**src/rtl/bias_max_pkg.sv**
```systemverilog
// Shared types and constants for the bias maximum reduction path.
package bias_max_pkg;

  typedef enum logic {
    ACCUM,
    HOLD
  } state_t;

  localparam int unsigned COUNT_WIDTH_DEFAULT = 8;

  function automatic int unsigned count_max(input int unsigned width);
    return (32'd1 << width) - 32'd1;
  endfunction

  localparam int unsigned COUNT_MAX = count_max(COUNT_WIDTH_DEFAULT);

endpackage

```
**src/rtl/bias_max_update.sv**
```systemverilog
// Next-value logic for one active-maximum lane: folds one tagged bias into
// the running (maximum, activation) pair; ties keep the earlier value.
module bias_max_update #(
  parameter int unsigned NUMBER_SIZE = 4
) (
  input  logic [NUMBER_SIZE-1:0] acc_max,
  input  logic                   acc_act,
  input  logic [NUMBER_SIZE-1:0] in_number,
  input  logic                   in_activation,
  output logic [NUMBER_SIZE-1:0] next_max,
  output logic                   next_act
);

  always_comb begin
    next_max = acc_max;
    next_act = acc_act | in_activation;
    if (in_activation && (!acc_act || ($signed(in_number) > $signed(acc_max)))) begin
      next_max = in_number;
    end
  end

endmodule

```
**src/rtl/bias_max_accumulator.sv**
```systemverilog
// Packet-level active maximum: accumulates one bias per accepted beat and
// presents the registered result over a valid/ready handshake.
module bias_max_accumulator
  import bias_max_pkg::*;
#(
  parameter int unsigned NUMBER_SIZE = 4,
  parameter int unsigned COUNT_WIDTH = COUNT_WIDTH_DEFAULT
) (
  input  logic                   clk,
  input  logic                   rst,
  input  logic                   in_valid,
  output logic                   in_ready,
  input  logic [NUMBER_SIZE-1:0] in_number,
  input  logic                   in_activation,
  input  logic                   in_last,
  output logic                   out_valid,
  input  logic                   out_ready,
  output logic [NUMBER_SIZE-1:0] out_maximum,
  output logic                   out_maximum_activation,
  output logic [COUNT_WIDTH-1:0] out_count
);

  localparam logic [COUNT_WIDTH-1:0] CNT_MAX = COUNT_WIDTH'(count_max(COUNT_WIDTH));

  state_t                 state_q, state_d;
  logic [NUMBER_SIZE-1:0] acc_max_q, acc_max_d;
  logic                   acc_act_q, acc_act_d;
  logic [COUNT_WIDTH-1:0] acc_count_q, acc_count_d;
  logic [NUMBER_SIZE-1:0] out_max_q, out_max_d;
  logic                   out_act_q, out_act_d;
  logic [COUNT_WIDTH-1:0] out_count_q, out_count_d;

  logic [NUMBER_SIZE-1:0] upd_max;
  logic                   upd_act;
  logic [COUNT_WIDTH-1:0] upd_count;
  logic                   accept;

  bias_max_update #(
    .NUMBER_SIZE(NUMBER_SIZE)
  ) u_update (
    .acc_max      (acc_max_q),
    .acc_act      (acc_act_q),
    .in_number    (in_number),
    .in_activation(in_activation),
    .next_max     (upd_max),
    .next_act     (upd_act)
  );

  always_comb begin
    accept      = in_valid && (state_q == ACCUM);
    upd_count   = (in_activation && (acc_count_q != CNT_MAX))
                  ? acc_count_q + COUNT_WIDTH'(1) : acc_count_q;
    state_d     = state_q;
    acc_max_d   = acc_max_q;
    acc_act_d   = acc_act_q;
    acc_count_d = acc_count_q;
    out_max_d   = out_max_q;
    out_act_d   = out_act_q;
    out_count_d = out_count_q;
    if (accept) begin
      if (in_last) begin
        // The last beat bypasses the accumulator straight into the result.
        out_max_d   = upd_max;
        out_act_d   = upd_act;
        out_count_d = upd_count;
        acc_max_d   = '0;
        acc_act_d   = 1'b0;
        acc_count_d = '0;
        state_d     = HOLD;
      end else begin
        acc_max_d   = upd_max;
        acc_act_d   = upd_act;
        acc_count_d = upd_count;
      end
    end else if ((state_q == HOLD) && out_ready) begin
      state_d = ACCUM;
    end
  end

  always_ff @(posedge clk or posedge rst) begin
    if (rst) begin
      state_q     <= ACCUM;
      acc_max_q   <= '0;
      acc_act_q   <= 1'b0;
      acc_count_q <= '0;
      out_max_q   <= '0;
      out_act_q   <= 1'b0;
      out_count_q <= '0;
    end else begin
      state_q     <= state_d;
      acc_max_q   <= acc_max_d;
      acc_act_q   <= acc_act_d;
      acc_count_q <= acc_count_d;
      out_max_q   <= out_max_d;
      out_act_q   <= out_act_d;
      out_count_q <= out_count_d;
    end
  end

  assign in_ready               = (state_q == ACCUM);
  assign out_valid              = (state_q == HOLD);
  assign out_maximum            = out_max_q;
  assign out_maximum_activation = out_act_q;
  assign out_count              = out_count_q;

endmodule

```
**config.mk**
```make
export PLATFORM = sky130hd
export DESIGN_NAME = bias_max_accumulator
export DESIGN_NICKNAME = d
export VERILOG_FILES = /design/src/rtl/bias_max_pkg.sv /design/src/rtl/bias_max_update.sv /design/src/rtl/bias_max_accumulator.sv
export SDC_FILE = /design/constraint.sdc
export NUM_CORES = 1
export LEC_CHECK = 0
export CORE_ASPECT_RATIO = 0.8
export CORE_MARGIN = 3
export CORE_UTILIZATION = 56
export CTS_CLUSTER_DIAMETER = 200
export DETAILED_ROUTE_END_ITERATION = 8
export GPL_TIMING_DRIVEN = 0
export HOLD_SLACK_MARGIN = 0.08
export PLACE_DENSITY = 0.84
export SLEW_MARGIN = 25
export SYNTH_ARGS = -nofsm -noshare
export SYNTH_HDL_FRONTEND = slang
export SYNTH_SLANG_ARGS = --single-unit
```
**constraint.sdc**
```tcl
create_clock -name clk -period 4.5 [get_ports clk]
set_input_delay 0.675 -clock clk [delete_from_list [all_inputs] [get_ports clk]]
set_output_delay 0.675 -clock clk [all_outputs]
set_load 0.05 [all_outputs]
```
Word level (Yosys, flattened, before mapping)
Cells that the tools add are included.
- register bits: 27
- bits of input ports: 10
- logic and storage cells: 30
- add/sub/neg operators: 1
- magnitude comparators: 1
- eq/ne operators: 2
- multiplexer cells: 8
- bitwise gates (word level): 2
- reductions and logical operators: 9
- operators with widths (operator ; count):
    $mux W8 ; 2
    $add A8 B1 Y8 const B ; 1
    $mux W4 ; 2
    $ne A8 B8 Y1 const B ; 1
    $gt A4 B4 Y1 ; 1
    $logic_and A1 B1 Y1 ; 4
    $mux W1 ; 4
    $reduce_and A2 Y1 ; 2
    $ne A2 B2 Y1 const B ; 1
    $reduce_bool A2 Y1 ; 1
    $logic_not A1 Y1 ; 1
    $logic_or A1 B1 Y1 ; 1
    $not A1 Y1 ; 1
    $or A1 B1 Y1 ; 1

Depth between registers and ports, before layout
- word-level depth: 5
- depth in mapped cells: 7
- depth with buffers taken out: 7

Hierarchy
A second synthesis with hierarchy kept.
- cell total of the unflattened synthesis: 167
- area total of the unflattened synthesis: 1552.7 µm²
- modules (own cells, without submodules) (module ; instances ; cells an instance ; area an instance (µm²)):
    bias_max_accumulator ; 1 ; 127 ; 1275.0
    bias_max_update ; 1 ; 40 ; 277.8

Worst setup path before layout
No wires, ideal clock.
- kind: in2reg
- start point: input port in_number[3]
- end point: register acc_max_q[0]
- library setup time: 0.121 ns
- arrival time: 1.970 ns
- path slack: 2.409 ns
- cell stages on the path: 5
- buffers on the path: 0
- cells stage by stage: ha_1 nor4bb_4 a221oi_4 o21ai_2 a22o_1
- cells in the longest elaborated chain, start to end: 5
- ends and longest elaborated chain (element ; RTL line ; source):
    start: declaration ; bias_max_accumulator.sv:13 ; input logic [NUMBER_SIZE-1:0] in_number,
    $gt A4 B4 Y1 ; bias_max_update.sv:17 ; if (in_activation && (!acc_act || ($signed(in_number) > $signed(acc_max)))) begin
    $logic_or A1 B1 Y1 ; bias_max_update.sv:17 ;
    $logic_and A1 B1 Y1 ; bias_max_update.sv:17 ;
    $mux W4 ; bias_max_update.sv:17 ;
    $mux W4 ; bias_max_accumulator.sv:61 ; if (in_last) begin
    end signal: assignment ; bias_max_accumulator.sv:91 ; acc_max_q <= acc_max_d;
    end: declaration ; bias_max_accumulator.sv:26 ; logic [NUMBER_SIZE-1:0] acc_max_q, acc_max_d;
No other way between the ends.
A chain may end at the register's enable or synchronous reset.

Final worst setup path
Same ends and word-level chain as after synthesis.

==> flow_metrics.env <==
export IMPL_synth_warnings=0
export IMPL_final_cell_mix="27 x dfrtp_1, 24 x clkdlybuf4s50_1, 19 x nand2_1"
export IMPL_gp_congestion=0.852
export IMPL_dr_pass1_iters=5
export IMPL_holdBufCountCts=0
export IMPL_status="finished, final reports clean"
export IMPL_clock_latency_ps=320
export IMPL_antenna_left=0
export IMPL_core_area_um2=2310
export IMPL_slew_viol_final=0
export IMPL_synth_compound_area_share_pct=20.4
export IMPL_fin_nets=198
export IMPL_max_clock_path_buffers=2
export IMPL_fmax_mhz=412
export IMPL_synth_edf_count=0
export IMPL_hp_class="register to register"
export IMPL_layout_drive_gt1_share_pct=8.24
export IMPL_yosys_area_share_xor_xnor_pct=1.79
export IMPL_die_h_um=51.8
export IMPL_wl_um=3160
export IMPL_diodes=0
export IMPL_yosys_area_share_simple_pct=19.8
export IMPL_worstPathRequired_ps=4720
export IMPL_tightest_slew_ps=560
export IMPL_yosys_mux_area_fraction_pct=3.42
export IMPL_p_total_uw=697
export IMPL_route_met3_wl_um=215
export IMPL_post_cts_buffers=0
export IMPL_grt_usage_pct=21.1
export IMPL_num_rows=15
export IMPL_setup_violations=0
export IMPL_synth_area_um2=1470
export IMPL_drc_errors=0
export IMPL_synth_top_family_by_area="compound AO/OA/AOI/OAI gates"
export IMPL_tritoncts="yes"
export IMPL_finClkSkew_ps=2.84
export IMPL_async_flop_share_pct=100
export IMPL_wl_met2_um=1350
export IMPL_postLayoutCoreUtil_pct=76.9
export IMPL_finalCriticalPeriod_ps=2430
export IMPL_critPathKind="input pin to register"
export IMPL_p_leak_uw=0.000753
export IMPL_vias=1235
export IMPL_synth_nets=169
export IMPL_areaGrowthSynthToFinish_pct=21.1
export IMPL_irDropWorstVdd_uv=349
export IMPL_hpwl_um=2410
export IMPL_antenna_found_initial=0
export IMPL_timing_final_crit_share_pct=54.0
export IMPL_start_util_pct=63.5
export IMPL_m1WireLength_um=1590
export IMPL_port_buffers=24
export IMPL_ios=25
export IMPL_avgSynthCellArea_um2=9.51
export IMPL_wl_per_cell_um=14.6
export IMPL_final_cells=216
export IMPL_end_kind="register"
export IMPL_grt_max_degree=28
export IMPL_hold_violations=0
export IMPL_grt_pass1_wl_um=5380
export IMPL_placed_cells=212
export IMPL_grt_pass1_vias=1116
export IMPL_final_common_cell="dfrtp_1"
export IMPL_drtIter0Drc=54
export IMPL_p_per_area_nw_per_um2=393
export IMPL_highest_layer="met4"
export IMPL_htreeDepth=1
export IMPL_vias_per_cell=5.72
export IMPL_maxCapViolations=0
export IMPL_synthAdderAreaFrac_pct=4.27
export IMPL_relSlewSlack_pct=62.6
export IMPL_crit_fanout=9
export IMPL_ys_ff_latch=27
export IMPL_cts_root_buf="clkbuf_4"
export IMPL_critPathLaunchType="input pin"
export IMPL_clk_pin_slew_ps=130
export IMPL_grt_ovfl_total=0
export IMPL_cts_inserted_buffers=3
export IMPL_setup_tns_ps=0
export IMPL_worstPathArrival_ps=2650
export IMPL_synthCells=154
export IMPL_die_w_um=63.2
export IMPL_seq_area_frac_synth_pct=46.1
export IMPL_cts_sinks=27
export IMPL_ys_types=35
export IMPL_cts_resized=0
export IMPL_dieArea_um2=3270
export IMPL_grt_setup_unrepaired="no"
export IMPL_ys_flop_type="dfrtp_1"
cells by family after synthesis:
family | after synthesis
flops | 27
mux | 5
simple gates | 55
fa+ha+maj | 5
compound gates | 44
buf+inv | 15
xor+xnor | 3
worst paths after layout:
path	end	slack [ps]	cells after the start	start
min reg2reg	out_count[7]	500	2	out_count[7]
min	out_count[7]	500	2	out_count[7]
min in group asynchronous	out_maximum[3]	720	2	rst
max reg2reg	acc_max_q[0]	2460	6	acc_max_q[3]
max	acc_max_q[0]	2070	6	in_number[3]
max in group asynchronous	acc_count_q[2]	3420	2	rst
power by group:
part,internal (uW),total [uW],switching [uW],leakage (uW)
Combinational,102,280,178,0.000386
Sequential,282,315,33.0,0.000352
Clock,34.7,101,66.4,0.0000150
Total,419,697,277,0.000753
synth_stat cells (all sizes together) (5+ instances only):
cell	count	area [um^2]
mux2i	5	50.1
o21ai	16	87.6
ha	5	62.6
nor2	15	56.3
inv	8	30.0
dfrtp	27	676
a21oi	11	55.1
nand2	19	71.3
a22o	5	43.8
sequential cells by signal (all words and copies together) (netlist names):
name	flops
out_maximum_activation	1
acc_count_q	8
acc_act_q	1
acc_max_q	4
out_valid	1
out_maximum	4
out_count	8
final cells by class:
| type | instances | area, um^2 |
|---|---|---|
| buffer | 7 | 31.3 |
| clock buffer | 4 | 26.3 |
| fill | 173 | 534 |
| inverter | 8 | 30.0 |
| multi-input combinational | 112 | 728 |
| sequential | 27 | 676 |
| tap | 34 | 42.5 |
| timing repair buffer | 24 | 240 |
routing by layer:
metal,up-vias,track usage [%]
met5,-,0
met4,0,3.94
met3,2,4.32
met1,573,32.2
met2,51,31.2
li1,609,-
through the flow:
| step | cell area, um^2 | setup WS (ps) | hold slack, ps |
|---|---|---|---|
| detailed placement | 1750 | 1740 | 474 |
| floorplan | 1470 | 2410 | 487 |
| global placement | 1750 | 1770 | 460 |
| CTS | 1770 | 2080 | 504 |
| global route | 1770 | 1980 | 541 |
| finish | 1770 | 2070 | 504 |
critical path: stages:
cell and delay [ps]:
clkdlybuf4s50_1 440, ha_1 360, nor4bb_4 190, a221oi_4 550, o21ai_2 160, a22o_1 260
(Power assumes the default switching activity.)
